==> src/rtl/former_burst_sequencer.sv <==
// Burst sequencer driving data_former: per word, STEP next_count pulses, one start_send,
// wait for the valid&ready transfer, then an inter-word gap. Optional WAIT_XFER abort via SEQ_TIMEOUT_EN.
module former_burst_sequencer #(
  parameter int unsigned LEN_W          = 8,
  parameter int unsigned STEP_W         = 4,
  parameter int unsigned GAP_CYCLES     = 2,
  parameter int unsigned TIMEOUT_CYCLES = 255
) (
  input  logic              clk_100,
  input  logic              a_rst_n,
  input  logic              s_rst,
  input  logic              cmd_valid,
  output logic              cmd_ready,
  input  logic [LEN_W-1:0]  cmd_len,
  input  logic [STEP_W-1:0] cmd_step,
  output logic              former_next_count,
  output logic              former_start_send,
  input  logic              former_valid,
  input  logic              sink_ready,
  output logic              busy,
  output logic              done,
  output logic [LEN_W:0]    words_sent,
  output logic              timeout_err
);

  typedef enum logic [2:0] {
    S_IDLE,
    S_STEP,
    S_LAUNCH,
    S_WAIT_XFER,
    S_GAP,
    S_DONE
  } state_t;

  localparam int unsigned GAP_W = (GAP_CYCLES > 1) ? $clog2(GAP_CYCLES) : 1;

  if (TIMEOUT_CYCLES == 0 || STEP_W == 0 || LEN_W == 0) begin : g_param_check
    $error("former_burst_sequencer: LEN_W, STEP_W and TIMEOUT_CYCLES must be non-zero");
  end

  state_t              state_q, state_d;
  logic [LEN_W-1:0]    len_q, len_d;
  logic [STEP_W-1:0]   step_q, step_d;
  logic [STEP_W-1:0]   step_cnt_q, step_cnt_d;
  logic [GAP_W-1:0]    gap_cnt_q, gap_cnt_d;
  logic [LEN_W:0]      words_q, words_d;
  logic                xfer;
  logic                last_word;

`ifdef SEQ_TIMEOUT_EN
  localparam int unsigned TMR_W = $clog2(TIMEOUT_CYCLES + 1);
  logic [TMR_W-1:0]    timer_q, timer_d;
  logic                terr_q, terr_d;
`endif

  assign xfer = former_valid & sink_ready;
  // Compare is one bit wider than cmd_len so a max-length burst of 2**LEN_W words does not wrap.
  assign last_word = (words_q + (LEN_W+1)'(1)) == ({1'b0, len_q} + (LEN_W+1)'(1));

  always_comb begin
    state_d    = state_q;
    len_d      = len_q;
    step_d     = step_q;
    step_cnt_d = step_cnt_q;
    gap_cnt_d  = gap_cnt_q;
    words_d    = words_q;
`ifdef SEQ_TIMEOUT_EN
    timer_d    = timer_q;
    terr_d     = terr_q;
`endif
    unique case (state_q)
      S_IDLE: begin
        if (cmd_valid) begin
          len_d      = cmd_len;
          step_d     = cmd_step;
          words_d    = '0;
          step_cnt_d = '0;
`ifdef SEQ_TIMEOUT_EN
          terr_d     = 1'b0;
`endif
          state_d    = (cmd_step != '0) ? S_STEP : S_LAUNCH;
        end
      end
      S_STEP: begin
        if (step_cnt_q == step_q - STEP_W'(1)) begin
          step_cnt_d = '0;
          state_d    = S_LAUNCH;
        end else begin
          step_cnt_d = step_cnt_q + STEP_W'(1);
        end
      end
      S_LAUNCH: begin
`ifdef SEQ_TIMEOUT_EN
        timer_d = '0;
`endif
        state_d = S_WAIT_XFER;
      end
      S_WAIT_XFER: begin
        if (xfer) begin
          words_d = words_q + (LEN_W+1)'(1);
          if (last_word) begin
            state_d = S_DONE;
          end else if (GAP_CYCLES != 0) begin
            gap_cnt_d = '0;
            state_d   = S_GAP;
          end else begin
            state_d = (step_q != '0) ? S_STEP : S_LAUNCH;
          end
`ifdef SEQ_TIMEOUT_EN
        end else if (timer_q == TMR_W'(TIMEOUT_CYCLES - 1)) begin
          terr_d  = 1'b1;
          state_d = S_DONE;
        end else begin
          timer_d = timer_q + TMR_W'(1);
`endif
        end
      end
      S_GAP: begin
        if (32'(gap_cnt_q) == GAP_CYCLES - 1) begin
          state_d = (step_q != '0) ? S_STEP : S_LAUNCH;
        end else begin
          gap_cnt_d = gap_cnt_q + GAP_W'(1);
        end
      end
      S_DONE:  state_d = S_IDLE;
      default: state_d = S_IDLE;
    endcase
  end

  // s_rst is a synchronous clear with the same effect as the asynchronous reset.
  always_ff @(posedge clk_100 or negedge a_rst_n) begin
    if (!a_rst_n) begin
      state_q    <= S_IDLE;
      len_q      <= '0;
      step_q     <= '0;
      step_cnt_q <= '0;
      gap_cnt_q  <= '0;
      words_q    <= '0;
`ifdef SEQ_TIMEOUT_EN
      timer_q    <= '0;
      terr_q     <= 1'b0;
`endif
    end else if (s_rst) begin
      state_q    <= S_IDLE;
      len_q      <= '0;
      step_q     <= '0;
      step_cnt_q <= '0;
      gap_cnt_q  <= '0;
      words_q    <= '0;
`ifdef SEQ_TIMEOUT_EN
      timer_q    <= '0;
      terr_q     <= 1'b0;
`endif
    end else begin
      state_q    <= state_d;
      len_q      <= len_d;
      step_q     <= step_d;
      step_cnt_q <= step_cnt_d;
      gap_cnt_q  <= gap_cnt_d;
      words_q    <= words_d;
`ifdef SEQ_TIMEOUT_EN
      timer_q    <= timer_d;
      terr_q     <= terr_d;
`endif
    end
  end

  assign cmd_ready         = (state_q == S_IDLE);
  assign busy              = (state_q != S_IDLE);
  assign former_next_count = (state_q == S_STEP);
  assign former_start_send = (state_q == S_LAUNCH);
  assign done              = (state_q == S_DONE);
  assign words_sent        = words_q;
`ifdef SEQ_TIMEOUT_EN
  assign timeout_err       = terr_q;
`else
  assign timeout_err       = 1'b0;
`endif

endmodule
==> config.mk <==
export PLATFORM = sky130hd
export DESIGN_NAME = former_burst_sequencer
export DESIGN_NICKNAME = d
export VERILOG_FILES = /design/src/rtl/former_burst_sequencer.sv
export SDC_FILE = /design/constraint.sdc
export NUM_CORES = 1
export LEC_CHECK = 0
export CORE_AREA = 2 2 76 64
export CTS_CLUSTER_SIZE = 24
export DETAILED_ROUTE_END_ITERATION = 8
export DIE_AREA = 0 0 78 66
export PLACE_DENSITY = 0.68
export SLEW_MARGIN = 25
export SYNTH_ARGS = -nofsm -noshare
export SYNTH_HDL_FRONTEND = slang
export SYNTH_SLANG_ARGS = --single-unit
==> constraint.sdc <==
create_clock -name clk_100 -period 2.6 [get_ports clk_100]
set_clock_uncertainty 0.15 [all_clocks]
set_input_delay 0.39 -clock clk_100 [delete_from_list [all_inputs] [get_ports clk_100]]
set_output_delay 0.39 -clock clk_100 [all_outputs]
set_load 0.01 [all_outputs]
==> results of run 1 <==
## synth_stat cells (all sizes together) (3+ instances only)
library cell | count | area, µm²
nand4 | 3 | 18.77
nand3 | 10 | 50.05
ha | 4 | 50.05
o41ai | 4 | 35.03
a21oi | 7 | 35.03
dfrtp | 29 | 725.7
nor3 | 7 | 40.04
buf | 6 | 35.03
nand2b | 13 | 81.33
xor2 | 5 | 43.79
nand2 | 27 | 101.4
o31ai | 3 | 22.52
and3 | 4 | 25.02
inv | 6 | 22.52
o21ai | 29 | 145.1
nor2 | 15 | 56.30
xnor2 | 19 | 166.4
clkbuf | 6 | 23.77
## logic make-up after synthesis
kind of cell	after synthesis
other	1
DFF	29
xor gates and xnor gates	26
muxes	2
and+or+nand+nor	90
AOI/OAI and AO/OA	52
buffers and inverters	18
adders and majority gates	4
## final cells by class
class,instances,area share
Sequential cell,29,0.3080
Tap cell,60,0.03186
Timing Repair Buffer,36,0.1476
Inverter,6,0.009559
Clock buffer,7,0.03664
Multi-Input combinational cell,175,0.4663
## metal layers
metal	routed length [µm]	global-route usage	part of all wire	up-vias
met5	0	0	0	-
met2	1572	0.2295	0.40	61
met4	41	0.09211	0.010	0
met1	2085	0.2609	0.53	731
li1	-	-	-	829
met3	258	0.04508	0.065	4
## through the flow
| step | util | power (mW) | instances | area, µm² | hold WS, ps |
|---|---|---|---|---|---|
| 4_1_cts | 0.5349 | 1.543 | 313 | 2356 | 352.2 |
| 2_1_floorplan | - | 0.9804 | 222 | 1906 | -55.59 |
| 3_3_place_gp | 0.5153 | 1.160 | 306 | 2270 | 336.6 |
| 5_1_grt | 0.5349 | 1.661 | 313 | 2356 | 373.4 |
| 3_5_place_dp | 0.5153 | 1.168 | 306 | 2270 | 355.9 |
| 6_report | 0.5349 | 1.530 | 313 | 2356 | 344.2 |
## worst max-delay path, stage by stage (launching register included)
cell	delay, ps
dfrtp_1	540
nor3b_1	400
clkdlybuf4s50_1	610
## power breakdown
group	internal [mW]	leakage (nW)	switching (mW)	total, mW
clock network	0.209	0.0443	0.162	0.371
logic	0.269	0.502	0.273	0.542
registers	0.516	0.391	0.101	0.617
total	0.994	0.937	0.536	1.53
## sequential cells by signal (all words and copies together), names as in the netlist
| signal | cells |
|---|---|
| gap_cnt_q | 1 |
| step_cnt_q | 4 |
| step_q | 4 |
| state_q | 3 |
| words_sent | 9 |
| len_q | 8 |
## final timing paths
path,startpoint,to,cells past startpoint
setup / recovery,state_q[0],former_next_count,2
hold / removal,a_rst_n,len_q[7],2
setup reg to reg,words_sent[0],gap_cnt_q,7
hold reg to reg,len_q[1],len_q[1],2
max in group asynchronous,a_rst_n,step_cnt_q[2],2
min in group clk_100,len_q[1],len_q[1],2
==> results by group, run 1 <==
Min path
  • Hold/Removal Path Class: in -> async

Final layout
  • FF+latch area: 725.7 µm²
  • N_diodes: 0
  • Commonest non-fill, non-tap cell in the layout: clkdlybuf4s50_1
  • Area grow syn2layout: 23.64%
  • Share of layout cells above drive strength 1: 0.05138
  • Nets: 275
  • Fillcell total: 428
  • Footprint of the multi-input gates: 1099 µm²
  • Most frequent cells in the layout: clkdlybuf4s50_1 (31), dfrtp_1 (29), o21ai_0 (28)

STA
  • Final-report setup violation count: 0
  • Setup TNS: 0 ps
  • Final worst slack: 234.6 ps
  • Pin slew with the least headroom to its limit: 559.7 ps
  • Fin crit share: 0.9098
  • FMAX: 422.8 MHz
  • Slew Limit Fails: 0
  • Final Hold Vio Count: 0
  • Slew HR: 0.6244
  • Final worst path period need: 2365 ps
  • RSZ-0062 raised after global routing: no

Worst setup path
  • Worst path arrival time: 1830 ps
  • CP startpoint kind: flip-flop
  • Kind of critical path: reg -> out
  • R2r setup slk: 290 ps
  • Worst-path maximum fanout: 12
  • Critical Path End Type: output port
  • WP data required: 2060 ps

Place
  • Post-Place Setup Slack: 303.5 ps
  • IO Port Bufs: 31
  • Final Wtd Congestion: 0.8632
  • Placed wire-length estimate: 2.994 mm

Logic synthesis
  • Mapped Area: 1906 µm²
  • Synth Area in Simple Gates: 0.2370
  • EDFF count, synth: 0
  • Syn Area/Cell: 8.584 µm²
  • Net Count, Synth: 244
  • XOR/XNOR Fraction of Synth Area: 0.1339
  • Main synth FF type: dfrtp_1
  • Synth Area in Compound Gates: 0.1668
  • Adder-cell share of the synthesized area: 0.02626
  • Synth async-reset ratio: 1.000
  • Yosys cell types: 40
  • Register area share after synthesis: 0.3808
  • Mux share of post-synthesis cell area: 0.01051
  • Synthesized netlist cell count: 222
  • Register bit count reported by yosys: 29
  • Main combinational cell family by area after synthesis: simple AND/OR/NAND/NOR gates
  • YS warnings: 0

Routing
  • WL final: 3.958 mm
  • Via/cell ratio: 5.192
  • Vias: 1,625
  • 1st-pass router iterations: 4
  • WL per Instance: 12.65 µm
  • Routed Antenna Nets: 0
  • DRT iter0 DRCs: 105
  • Drt drc: 0

Clocking
  • # hold bufs at CTS: 0
  • Clock root cell: clkbuf_8
  • CTS Sinks: 29
  • H-tree depth: 2
  • Inserted Clock Buffers: 5
  • Clk_lat worst skew: 280 ps
  • Setup Buffers After CTS: 0
  • Clock buffer depth: 2
  • CTS tree: done
  • Post-CTS sizing: 0
  • Clk slew on worst S/H paths: 60 ps

Die
  • Rows: 22
  • Initial Utilization: 0.4327
  • Area of the core: 4404 µm²
  • Area of the die: 5148 µm²
  • IO Pins: 33
  • Die Wd: 78 µm
  • Die Height: 66 µm

Global route
  • All-Layer GR Usage: 0.1756
  • First-pass GRT wire length: 6.900 mm
  • Initial antenna violation count: 0
  • GRT overflow: 0
  • Largest net degree at the start of global routing: 30
  • Number of global-route vias before repair: 1,449

Status
  • Status: complete, no violations

Power
  • Power Density: 649.5 nW/µm²
  • Peak supply drop: 0.3204 mV
  • Leakage power: 0.9369 nW

Flow run
  • Max-cap viol count: 0
No activity file was read; power rests on OpenSTA's default activity.
==> run 2: changes to the inputs <==
--- a/config.mk
+++ b/config.mk
@@ -11,2 +11,3 @@
 export DIE_AREA = 0 0 78 66
+export GPL_ROUTABILITY_DRIVEN = 0
 export PLACE_DENSITY = 0.68
==> constraint.sdc (replaced) <==
create_clock -name clk_100 -period 2.6 [get_ports clk_100]
set_clock_uncertainty 0.15 [all_clocks]
set_input_delay 0.52 -clock clk_100 [delete_from_list [all_inputs] [get_ports clk_100]]
set_output_delay 0.52 -clock clk_100 [all_outputs]
set_load 0.01 [all_outputs]
==> run 2 against run 1 <==
Net effect:
- sequential cell count stayed put
- largest cell class unchanged
- wire length shrank 1.1%
- largest power group unchanged
- die area unchanged
- clock power down 3%
- via count fell by 0.43%
- clock-buffer cell count did not move
- hold slack improved by 33 ps
- critical path type unchanged
- register-to-register slack worse by 70 ps
- combinational power increased by 2%
==> results by group, run 2 (synthesis gave the netlist of run 1 again) <==
Min path
  • Hold/Removal Path Class: reg -> reg
  • Hold Crit Start: words_sent[8]

Worst setup path
  • Slowest cell on the critical path: clkdlybuf4s50_1
  • Critical path's largest stage delay: 610 ps
  • Buf/Inv on CP: 1
  • Worst-path maximum fanout: 12
  • Crit path max-delay family: buffers and inverters
  • Worst path arrival time: 1780 ps
  • Crit path launch: state_q[2]
  • Worst-path cell chain: nor3b_1, clkdlybuf4s50_1
  • Critical Path End Type: output port
  • Kind of critical path: reg -> out
  • CP startpoint kind: flip-flop
  • Worst r2r src: words_sent[0]
  • WP data required: 1930 ps

Global route
  • Initial antenna violation count: 0
  • All-Layer GR Usage: 0.1730
  • GRT overflow: 0
  • Largest net degree at the start of global routing: 30
  • First-pass GRT wire length: 6.886 mm
  • Number of global-route vias before repair: 1,481

STA
  • Final worst path period need: 2454 ps
  • FMAX: 407.4 MHz
  • Pin slew with the least headroom to its limit: 585.0 ps
  • Fin crit share: 0.9440
  • Setup TNS: 0 ps
  • RSZ-0062 raised after global routing: no
  • Slew HR: 0.6074
  • Final Hold Vio Count: 0
  • Slew Limit Fails: 0
  • Final-report setup violation count: 0
  • Final worst slack: 145.5 ps

Die
  • Area of the core: 4404 µm²
  • Initial Utilization: 0.4327
  • IO Pins: 33
  • Rows: 22
  • Die Height: 66 µm
  • Die Wd: 78 µm
  • Area of the die: 5148 µm²

Final layout
  • Fin area: 2371 µm²
  • N_diodes: 0
  • Nets: 277
  • FF+latch area: 725.7 µm²
  • Final Core Density: 0.5384
  • Max FFs per register: 9
  • Area grow syn2layout: 24.43%
  • Post-Layout Cell Count: 315
  • Commonest non-fill, non-tap cell in the layout: clkdlybuf4s50_1
  • Fillcell total: 407
  • Share of layout cells above drive strength 1: 0.05882
  • Footprint of the multi-input gates: 1099 µm²
  • Most frequent cells in the layout: clkdlybuf4s50_1 (31), dfrtp_1 (29), o21ai_0 (28)

Routing
  • Vias: 1,618
  • Routed Antenna Nets: 0
  • 1st-pass router iterations: 4
  • WL final: 3.913 mm
  • Via/cell ratio: 5.137
  • Drt drc: 0
  • WL per Instance: 12.42 µm
  • DRT iter0 DRCs: 116

Clocking
  • Setup Buffers After CTS: 0
  • H-tree depth: 2
  • CTS tree: done
  • Clock buffer depth: 2
  • # hold bufs at CTS: 0
  • Inserted Clock Buffers: 5
  • Clk_lat worst skew: 270 ps
  • Post-CTS sizing: 0
  • CTS Sinks: 29
  • Clock root cell: clkbuf_8
  • Clk slew on worst S/H paths: 60 ps

Place
  • DP Area: 2285 µm²
  • DP Cell Count: 308
  • Placed wire-length estimate: 3.008 mm
  • Post-Place Setup Slack: 240.0 ps
  • IO Port Bufs: 31

Power
  • Sw power: 0.5232 mW
  • Combinational Power Share: 0.363
  • Leakage power: 0.9474 nW
  • Peak supply drop: 0.3844 mV
  • Sequential power share: 0.400
  • Switching Share: 0.3429
  • Power Density: 643.6 nW/µm²
  • Clock share of power: 0.236
  • Internal power: 1.003 mW

Status
  • Status: complete, no violations

Flow run
  • Max-cap viol count: 0
-- run 2: worst paths after layout --
check	to	slack [ps]	cells after the start
max	former_next_count	150	2
min reg2reg	words_sent[8]	380	1
max in group asynchronous	step_cnt_q[3]	1560	2
min in group asynchronous	len_q[7]	480	2
max reg2reg	gap_cnt_q	220	7
min	words_sent[8]	380	1
-- run 2: worst reg2reg max path, stage by stage (launching register included) --
cell	delay, ps
dfrtp_1	470
ha_1	320
xor2_1	200
xnor2_1	130
or4_1	410
nor3_2	170
nand4_1	200
o311ai_2	240
-- run 2: metrics by stage --
stage          hold slack (ps)  power [mW]
3_3_place_gp             350.2       1.168
4_1_cts                  380.3       1.548
5_1_grt                  416.4       1.648
2_1_floorplan            74.41      0.9804
3_5_place_dp             371.3       1.178
6_report                 376.8       1.526
-- run 2: power groups by stage --
stage	registers, mW	clock network, mW	logic, mW
after CTS	0.609	0.377	0.562
after floorplan	0.580	0	0.400
final	0.611	0.361	0.555
after global routing	0.628	0.397	0.623
after global placement	0.616	0	0.552
after detailed placement	0.617	0	0.561
-- run 2: layer usage --
metal | GRT usage | share of wire | vias to the layer above
met2 | 0.2511 | 0.40 | 54
li1 | - | - | 833
met5 | 0 | 0 | -
met3 | 0.03689 | 0.082 | 4
met1 | 0.2545 | 0.50 | 727
met4 | 0.05921 | 0.011 | 0
-- run 2: final cells by class --
cell class	count	area share
clock buffer	7	0.03641
inverter	6	0.009499
multi-input combinational	175	0.4633
sequential	29	0.3061
tap	60	0.03166
timing repair buffer	38	0.1530
==> run 3: changes to the inputs <==
- CORE_AREA: 2 2 76 64 -> 4 4 78 66
- DIE_AREA: 0 0 78 66 -> 0 0 82 70
==> run 3 against run 2 <==
Net effect:
- largest cell class unchanged
- critical endpoint unchanged
- global-route usage fell by 1.9 points
- design area rose by 0.63%
- sequential power fell by 1%
- critical path depth did not move
- first-iteration DRC count rose by 50%
- largest power group unchanged
==> results by group, run 3 (synthesis gave the netlist of run 1 again) <==
Status
  • Status: complete, no violations

Clocking
  • CTS Sinks: 29
  • Setup Buffers After CTS: 0
  • Clk slew on worst S/H paths: 60 ps
  • Clock root cell: clkbuf_8
  • Inserted Clock Buffers: 5
  • CTS tree: done
  • Clock buffer depth: 2
  • H-tree depth: 2
  • Post-CTS sizing: 0
  • Clk_lat worst skew: 270 ps
  • # hold bufs at CTS: 0

Worst setup path
  • Slowest cell on the critical path: clkdlybuf4s50_1
  • Kind of critical path: reg -> out
  • Critical Path End Type: output port
  • CP startpoint kind: flip-flop
  • Worst-path cell chain: nor3b_1, clkdlybuf4s50_1
  • Critical path's largest stage delay: 610 ps
  • WP data required: 1930 ps
  • Worst-path maximum fanout: 8
  • Worst r2r src: words_sent[0]
  • Worst path arrival time: 1750 ps
  • Crit path launch: state_q[1]

Flow run
  • Max-cap viol count: 0

Power
  • Leakage power: 0.9583 nW
  • Power Density: 645.3 nW/µm²
  • Peak supply drop: 0.2846 mV

Final layout
  • Share of layout cells above drive strength 1: 0.06615
  • Commonest non-fill, non-tap cell in the layout: clkdlybuf4s50_1
  • Fin area: 2386 µm²
  • Max FFs per register: 9
  • Most frequent cells in the layout: clkdlybuf4s50_1 (31), dfrtp_1 (29), o21ai_0 (28)
  • Post-Layout Cell Count: 317
  • N_diodes: 0
  • Fillcell total: 415
  • Nets: 279
  • Area grow syn2layout: 25.21%

Global route
  • Top Usage Layer GRT: met1
  • Global Route met3 Usage: 0.03608
  • GRT overflow: 0
  • Initial antenna violation count: 0
  • Number of global-route vias before repair: 1,391
  • All-Layer GR Usage: 0.1543
  • Largest net degree at the start of global routing: 30
  • Met1 Use GR: 0.2496
  • First-pass GRT wire length: 6.851 mm
  • Grt met2 use: 0.1937

STA
  • Final Hold Vio Count: 0
  • Slew HR: 0.6304
  • FMAX: 413.2 MHz
  • Pin slew with the least headroom to its limit: 550.7 ps
  • Final worst path period need: 2420 ps
  • Fin crit share: 0.9308
  • Setup TNS: 0 ps
  • Final-report setup violation count: 0
  • RSZ-0062 raised after global routing: no
  • Slew Limit Fails: 0
  • Final worst slack: 179.9 ps

Place
  • IO Port Bufs: 31
  • Post-Place Setup Slack: 264.1 ps
  • DP Area: 2300 µm²
  • Placed wire-length estimate: 3.119 mm
  • DP Cell Count: 310

Die
  • IO Pins: 33
  • Area of the core: 4404 µm²
  • Initial Utilization: 0.4327
  • Die Wd: 82 µm
  • Die Height: 70 µm
  • Rows: 22
  • Area of the die: 5740 µm²

Routing
  • Vias: 1,621
  • DRT iter0 DRCs: 174
  • 1st-pass router iterations: 5
  • Drt drc: 0
  • WL per Instance: 12.93 µm
  • WL final: 4.100 mm
  • Via/cell ratio: 5.114
  • Routed Antenna Nets: 0

Min path
  • Hold Crit Start: step_q[1]
  • Hold/Removal Path Class: reg -> reg
-- run 3: layout make-up --
type                       count  area [µm²]  share of cell area
clock buffer                   7       86.33             0.03618
inverter                       6       22.52            0.009439
multi-input combinational    175        1099              0.4604
sequential                    29       725.7              0.3041
tap                           60       75.07             0.03146
timing repair buffer          40       377.9              0.1584
-- run 3: path summary, 6_finish.rpt --
path                                     end  slack (ps)  cells past startpoint
min reg2reg                        step_q[1]         370                      2
max reg2reg                        gap_cnt_q         300                      7
max                        former_next_count         180                      2
min in group asynchronous           len_q[7]         490                      2
max in group asynchronous         state_q[2]        1540                      2
min                                step_q[1]         370                      2
-- run 3: metal layers --
layer | wire, µm | share of wire
met4 | 68 | 0.017
met5 | 0 | 0
met1 | 2180 | 0.53
met2 | 1575 | 0.38
met3 | 275 | 0.067
-- run 3: per-stage QoR --
step                      power [mW]  utilization  hold WS [ps]
after floorplan               0.9804            -         74.41
after global placement         1.179       0.5222         349.5
after detailed placement       1.185       0.5222         353.5
after CTS                      1.555       0.5418         375.1
after global routing           1.662       0.5418         414.5
final                          1.540       0.5418         373.5
-- run 3: critical path: cells and delay by family (launching register included) --
family | cells | cell delay [ps]
buf+inv | 1 | 610
flops | 1 | 470
simple gates | 1 | 400
-- run 3: where the power goes --
group          leakage, nW  internal (mW)  switching [mW]
logic                0.523          0.279           0.293
registers            0.391          0.516          0.0875
clock network       0.0443          0.209           0.154
total                0.958           1.01           0.535
